## src/rtl/fp_result_collector.sv

```systemverilog
// fp_result_collector
// Writeback stage behind the combinational fp_msub unit.
// - Captures each accepted result and its exception flags {nv, of, uf} into a small FIFO.
// - Presents the FIFO head to the consumer over a valid/ready handshake.
// - Keeps the sticky exception flags and a saturating count of accepted operations.
// Optional build macro FP_RES_CANON_NAN_EN: when defined, NaN results are stored
// as the canonical quiet NaN 32'h7FC00000 (sign and payload dropped). When
// undefined, results are stored bit-exact. The flag logic is the same either way.
module fp_result_collector #(
    parameter int DEPTH = 4,
    parameter int CNT_W = 16
) (
    input  logic                       clk,
    input  logic                       rst,
    input  logic                       in_valid,
    output logic                       in_ready,
    input  logic [31:0]                in_result,
    input  logic                       in_overflow,
    input  logic                       in_underflow,
    output logic                       out_valid,
    input  logic                       out_ready,
    output logic [31:0]                out_result,
    output logic [2:0]                 out_flags,
    output logic [2:0]                 fflags,
    input  logic                       fflags_clr,
    output logic [$clog2(DEPTH):0]     level,
    output logic [CNT_W-1:0]           op_count
);

    localparam int AW = $clog2(DEPTH);
    localparam int LW = AW + 1;

    logic [AW-1:0]    wr_ptr_q, wr_ptr_d;
    logic [AW-1:0]    rd_ptr_q, rd_ptr_d;
    logic [LW-1:0]    level_q, level_d;
    logic [2:0]       fflags_q, fflags_d;
    logic [CNT_W-1:0] op_count_q, op_count_d;

    logic [31:0]      mem_res_q [DEPTH];
    logic [31:0]      mem_res_d [DEPTH];
    logic [2:0]       mem_flg_q [DEPTH];
    logic [2:0]       mem_flg_d [DEPTH];

    logic             in_nv;
    logic [2:0]       in_flags;
    logic [31:0]      store_result;
    logic             accept;
    logic             pop;

    // Input flag derivation and the value actually written into the FIFO
    always_comb begin
        in_nv    = (in_result[30:23] == 8'hFF) && (in_result[22:0] != '0);
        in_flags = {in_nv, in_overflow, in_underflow};
`ifdef FP_RES_CANON_NAN_EN
        store_result = in_nv ? 32'h7FC0_0000 : in_result;
`else
        store_result = in_result;
`endif
    end

    // Handshake decode; in_ready deliberately ignores out_ready so a full FIFO never accepts
    always_comb begin
        in_ready  = (level_q != LW'(DEPTH));
        out_valid = (level_q != '0);
        accept    = in_valid && in_ready;
        pop       = out_valid && out_ready;
    end

    // Pointer, occupancy, sticky flag and counter next-state
    always_comb begin
        wr_ptr_d   = wr_ptr_q;
        rd_ptr_d   = rd_ptr_q;
        level_d    = level_q;
        fflags_d   = fflags_q;
        op_count_d = op_count_q;

        if (accept) begin
            wr_ptr_d = wr_ptr_q + AW'(1);
        end
        if (pop) begin
            rd_ptr_d = rd_ptr_q + AW'(1);
        end

        unique case ({accept, pop})
            2'b10:   level_d = level_q + LW'(1);
            2'b01:   level_d = level_q - LW'(1);
            default: level_d = level_q;
        endcase

        // Clear is applied before the set so a same-cycle accept survives the clear
        if (fflags_clr) begin
            fflags_d = '0;
        end
        if (accept) begin
            fflags_d = fflags_d | in_flags;
        end

        if (accept && (op_count_q != '1)) begin
            op_count_d = op_count_q + CNT_W'(1);
        end
    end

    // Storage write on accept
    always_comb begin
        mem_res_d = mem_res_q;
        mem_flg_d = mem_flg_q;
        if (accept) begin
            mem_res_d[wr_ptr_q] = store_result;
            mem_flg_d[wr_ptr_q] = in_flags;
        end
    end

    // Control state registers with synchronous reset
    always_ff @(posedge clk) begin
        if (rst) begin
            wr_ptr_q   <= '0;
            rd_ptr_q   <= '0;
            level_q    <= '0;
            fflags_q   <= '0;
            op_count_q <= '0;
        end else begin
            wr_ptr_q   <= wr_ptr_d;
            rd_ptr_q   <= rd_ptr_d;
            level_q    <= level_d;
            fflags_q   <= fflags_d;
            op_count_q <= op_count_d;
        end
    end

    // Storage registers; contents are masked by level so they need no reset
    always_ff @(posedge clk) begin
        mem_res_q <= mem_res_d;
        mem_flg_q <= mem_flg_d;
    end

    // Head presentation, zeroed while empty
    always_comb begin
        out_result = '0;
        out_flags  = '0;
        if (out_valid) begin
            out_result = mem_res_q[rd_ptr_q];
            out_flags  = mem_flg_q[rd_ptr_q];
        end
        fflags   = fflags_q;
        level    = level_q;
        op_count = op_count_q;
    end

endmodule

```

## config.mk

```make
export PLATFORM = sky130hd
export DESIGN_NAME = fp_result_collector
export DESIGN_NICKNAME = d
export VERILOG_FILES = /design/src/rtl/fp_result_collector.sv
export SDC_FILE = /design/constraint.sdc
export NUM_CORES = 1
export LEC_CHECK = 0
export CAP_MARGIN = 30
export CORE_ASPECT_RATIO = 1.75
export CORE_MARGIN = 2
export CORE_UTILIZATION = 45
export DETAILED_ROUTE_END_ITERATION = 8
export PLACE_DENSITY = 0.64
export SLEW_MARGIN = 20
export SYNTH_ARGS = -nofsm -noshare
export SYNTH_HDL_FRONTEND = slang
export SYNTH_SLANG_ARGS = --single-unit
```

## constraint.sdc

```tcl
create_clock -name clk -period 4.9 [get_ports clk]
set_input_delay 0.98 -clock clk [delete_from_list [all_inputs] [get_ports clk]]
set_output_delay 0.98 -clock clk [all_outputs]
set_load 0.02 [all_outputs]
```

After elaboration in Yosys (flattened, before gate mapping)
Index checks and enable logic that the tools add are counted.
W data, S select, Z words.
{"block": "totals", "ff_bits": 166, "latch_bits": 0, "ramBits": 0, "romBits": 0, "input_bits": 39, "output_inout_bits": 59, "wordCells": 54, "memories": 0}
{"block": "classes", "addsub": 5, "mul": 0, "div_mod_pow": 0, "magnitude_cmp": 3, "eq_ne": 5, "shifts": 0, "muxes": 17, "bitwise": 3, "n_reduce_logical": 8}
{"operator": "$bwmux W128", "count": 1}
{"operator": "$mux W32", "count": 4}
{"operator": "$bmux W32 S2", "count": 1}
{"operator": "$demux W32 S2", "count": 1}
{"operator": "$reduce_bool A23 Y1", "count": 1}
{"operator": "$mux W3", "count": 6}
{"operator": "$add A16 B1 Y16 const B", "count": 1}
{"operator": "$ne A16 B16 Y1 const B", "count": 1}
{"operator": "$bwmux W12", "count": 1}
{"operator": "$eq A8 B8 Y1 const B", "count": 1}
{"operator": "$bmux W3 S2", "count": 1}
{"operator": "$demux W3 S2", "count": 1}
{"operator": "$ge A3 B3 Y1 const B", "count": 2}
{"operator": "$not A2 Y3", "count": 2}
{"operator": "$pmux W3 S2", "count": 1}
{"operator": "$logic_and A1 B1 Y1", "count": 5}
{"operator": "$add A2 B1 Y2 const B", "count": 2}
{"operator": "$add A3 B1 Y3 const B", "count": 1}
{"operator": "$lt A3 B1 Y1 const B", "count": 1}
{"operator": "$ne A3 B3 Y1 const B", "count": 1}
{"operator": "$or A3 B3 Y3", "count": 1}
{"operator": "$reduce_bool A3 Y1", "count": 1}
{"operator": "$sub A3 B1 Y3 const B", "count": 1}
{"operator": "$eq A2 B1 Y1 const B", "count": 1}
{"operator": "other kinds (2)", "count": 2}

Depth between registers and ports, before layout
{"block": "depth", "word_depth": 6, "mapped_depth": 12, "mapped_depth_nobuf": 9}

Worst setup path after synthesis
Ideal clock, no wire load.
{"block": "synth_path", "kind": "register to register", "from": "reg level_q[2] (netlist: level[2])", "to": "reg level_q[2] (netlist: level[2])", "setup_ns": 0.070, "arrival_ns": 2.555, "t_required_ns": 4.830, "setup_slack_ns": 2.275, "path_stages_with_launch": 13, "n_path_buf": 3, "synth_period_minus_slack_ns": 2.625, "cell_sequence": "dfxtp_1 > or3b_1 > buf_6 > and2_4 > buf_6 > clkinv_4 > buf_12 > ha_1 > inv_1 > fa_1 > xor2_1 > or3_1 > a21oi_1"}
{"block": "synth_via", "elab_chain_len": 4, "word_cells_on_any_way": 10, "cone_classes": "2 x add/sub; 3 x eq/ne; 1 x mux; 4 x reduce/logical"}
{"item": "start: declaration", "line": "35", "source": "logic [LW-1:0] level_q, level_d;"}
{"item": "start signal: assignment", "line": "124", "source": "level_q <= level_d;"}
{"item": "$ne A3 B3 Y1 *", "line": "63", "source": "in_ready = (level_q != LW'(DEPTH));"}
{"item": "via in_ready", "line": "16", "source": "output logic in_ready,"}
{"item": "$logic_and A1 B1 Y1 *", "line": "65", "source": "accept = in_valid && in_ready;"}
{"item": "$eq A2 B1 Y1 or $eq A2 B2 Y1 (tied branches)", "line": "84", "source": "unique case ({accept, pop})"}
{"item": "$pmux W3 S2 or $reduce_bool A2 Y1 (tied branches)"}
Mark *: on every way through the listed nets, which the timed path passes. The rest lies on a longest branch.
A chain may end at the register's enable or synchronous reset.

Final worst setup path
{"block": "layout_path", "from": "reg rd_ptr_q[0]", "to": "out out_result[24]"}
{"block": "layout_via", "elab_chain_len": 5}
{"item": "start: declaration", "line": "34", "source": "logic [AW-1:0] rd_ptr_q, rd_ptr_d;"}
{"item": "start signal: assignment", "line": "123", "source": "rd_ptr_q <= rd_ptr_d;"}
{"item": "$not A2 Y3 (implied by the code)", "line": "141", "source": "out_result = mem_res_q[rd_ptr_q];"}
{"item": "$bmux W32 S2", "line": "141"}
{"item": "$mux W32 (implied by the code) (2 in a row)", "line": "141"}
{"item": "$mux W32", "line": "140", "source": "if (out_valid) begin"}
{"item": "end: declaration", "line": "22", "source": "output logic [31:0] out_result,"}
No other way between the ends. The select of a mux whose other input is x is not followed.

==> results by group <==
Synthesis
  • Post-synth EDFFs: 140
  • Asr flop ratio synth: 0%
  • Synthesized cell area: 6754 sq um
  • Top post-synthesis cells by area: edfxtp_1, mux4_2, dfxtp_1
  • Synth top area share: about 62%
  • Syn Area/Cell: roughly 17 sq um
  • #FFs+latches synth: around 170
  • Synth unique cells: 45
  • Yosys top cell by area: edfxtp_1
  • Syn Inst Count: 393
  • Top FF cell, synth: edfxtp_1
  • Number of synthesis warnings: 0
  • Mapped Nets: about 440
  • Sequential element share of the synthesized area: a little over two thirds

Floorplanning
  • Vert. Die Dim: 166.1 microns
  • Initial core utilization: approximately 46%
  • Number of I/O pins: 98
  • Core ar.: 14760 sq um
  • Die width: a little under 100 microns
  • DIE AREA: about 16000 sq um
  • Row Count: 59

Final layout
  • Most common cell after layout, fill and taps aside: edfxtp_1
  • Layout net count: about 540
  • Area grow syn2layout: 26.49%
  • Finished Layout Cells: ~690
  • Share of cells above drive strength 1: approximately 18%
  • ANT cells: 0
  • Post-route cell area: roughly 8500 sq um
  • Commonest cells after routing, fill and taps aside: edfxtp_1, clkdlybuf4s50_1, and2_1

Worst setup path
  • Crit-path cells: buf_4, mux4_2, and2_1, clkdlybuf4s50_1
  • Buf/Inv on CP: 2
  • CP max FO: 19
  • Critical Path AT: between 2 and 3 ns
  • Kind of cell with the highest combined delay on the critical path: buffers and inverters
  • Slowest CP cell: dfxtp_2
  • Critical path endpoint category: output port
  • Max stage delay on crit path: around 0.78 ns
  • Worst Path Required: 3.92 ns
  • CP startpoint kind: register
  • Critical path class: register to output port

Clocking
  • Clock Tree Buf Depth: 2
  • Root Buffer: clkbuf_16
  • Inserted Clock Buffers: 17
  • Number of gates resized after CTS: 0
  • Htree depth: 4
  • CTS clk-pin slew, worst paths: 0.06 ns
  • Postcts setup bufs: 0
  • Clock sink count: about 170
  • Hold buffers post-CTS: 0
  • Clock Latency Late Sink: roughly 0.42 ns
  • TritonCTS clock tree: yes

Power and ir drop
  • Power consumption: between 4000 and 5000 uW
  • Seq pwr share: around two fifths
  • Comb pwr share: between 30% and 40%
  • Net switching power: 1358 uW
  • Pwr dens: between 500 and 600 nW/um^2
  • Sw Share: between 30% and 40%
  • Clock share of power: approximately 28%
  • Leak: around 0.0027 uW
  • Internal Power: between 3000 and 4000 uW
  • Worst VDD drop: roughly 0.35 mV

Placed design
  • Pre-CTS setup slack: roughly 1.4 ns
  • Dpl hpwl: 8436 microns
  • Placed inst area: just under 8000 sq um
  • DP Cell Count: about 660
  • Port Buffers: 97
  • Placer Congestion: 0.7574

Detailed routing
  • Remaining antenna violation count after routing: 0
  • Routed WL: around 13000 microns
  • 1st-pass router iterations: 4
  • Vias post-DR: 3847
  • Routed wire per std cell: 19.35 microns
  • Via density: approximately 5.5
  • Initial detailed-routing violation count: 208
  • DRC: 0

Run
  • Max Cap Viol: 0

STA
  • Max-slew violations: 0
  • Final worst setup slack: between 1 and 1.5 ns
  • Unrepaired setup endpoints after global routing: false
  • Setup TNS: 0 ns
  • Final Hold Vio Count: 0
  • Maximum clock frequency: 260.3 MHz
  • Worst Skew: 0.006856 ns
  • Crit path time final: roughly 3.8 ns
  • Rel. slew slack: a little under two fifths
  • Worst Tran Pin Value: roughly 0.93 ns
  • Final setup violation count: 0
  • Tcrit/Tclk final: between 70 and 80%

Global route
  • Number of global-route vias before repair: 4111
  • Largest net degree at the start of global routing: 39
  • First-pass GRT wire length: roughly 21000 microns
  • Tot GR Track Use: 17.15%
  • Total gr overflow: 0
  • Initial antenna violation count: 0

Worst hold path
  • Hold Crit Class: register to register

Status
  • Outcome: finished clean
-- flip-flops by register name, summed over array words and instances, names as in the netlist --
name	cells
rd_ptr_q	2
mem_flg_q	12
op_count	16
wr_ptr_q	2
fflags	3
mem_res_q	128
level	3
-- cell families after synthesis --
| kind of cell | Yosys count | share of synthesized area [%] |
|---|---|---|
| mux | 39 | 12.39 |
| xor+xnor | 5 | 0.6485 |
| simple gates | 119 | 10.71 |
| buf+inv | 26 | 2.056 |
| fa+ha+maj | 7 | 1.408 |
| compound gates | 31 | 2.834 |
| flops | 166 | 69.95 |
-- layer usage --
metal,up-vias,global-route usage (%),part of all wire [%]
met3,20,4.840,4.6
met2,102,30.16,54
met5,-,0,0
li1,1765,-,-
met4,0,6.675,1.6
met1,1960,19.73,40
-- path summary, 6_finish.rpt --
path | end | cells after the start | from | slack [ns]
max | out_result[24] | 4 | rd_ptr_q[0] | 1.06
min | wr_ptr_q[1] | 2 | wr_ptr_q[1] | 0.51
max reg2reg | level[2] | 9 | level[2] | 2.29
min reg2reg | wr_ptr_q[1] | 2 | wr_ptr_q[1] | 0.51
-- layout make-up --
type / count / area, sq um
Clock inverter: 14 / 135.1
Sequential cell: 166 / 4727
Clock buffer: 18 / 429.2
Inverter: 7 / 31.28
Fill cell: 1203 / 6221
Multi-Input combinational cell: 201 / 1896
Timing Repair Buffer: 105 / 1096
Tap cell: 183 / 229.0
-- worst reg2reg max path, stage by stage, from the launching register on --
cell      delay [ns]
dfxtp_1         0.41
or3b_1          0.51
and2_4          0.26
clkinv_4        0.11
ha_1            0.19
inv_1           0.06
fa_1            0.39
xor2_1          0.16
or3_1           0.30
a21oi_1         0.15
-- cell usage after synthesis, types with 7 or more instances --
cell type / instances
o31ai_1: 7
a21oi_1: 15
and2_1: 36
nor4_1: 8
nor2_1: 17
clkbuf_1: 10
dfxtp_1: 26
or4_1: 7
edfxtp_1: 140
mux4_2: 35
nand4_1: 7
nand2_1: 8
-- metrics by stage --
step	hold slack, ns	util (%)
detailed placement	0.5002	53.58
finish	0.5087	57.86
floorplan	0.4692	-
global placement	0.4805	53.35
global route	0.5290	57.86
CTS	0.5120	57.41
-- power groups by stage --
| stage | combinational [uW] | sequential (uW) | clock (uW) |
|---|---|---|---|
| floorplan | 881 | 1760 | 0 |
| global placement | 1410 | 1820 | 0 |
| detailed placement | 1440 | 1810 | 0 |
| CTS | 1440 | 1780 | 1290 |
| global route | 1530 | 1790 | 1350 |
| finish | 1440 | 1780 | 1270 |
Note: power is estimated with default switching activity, not from simulation.
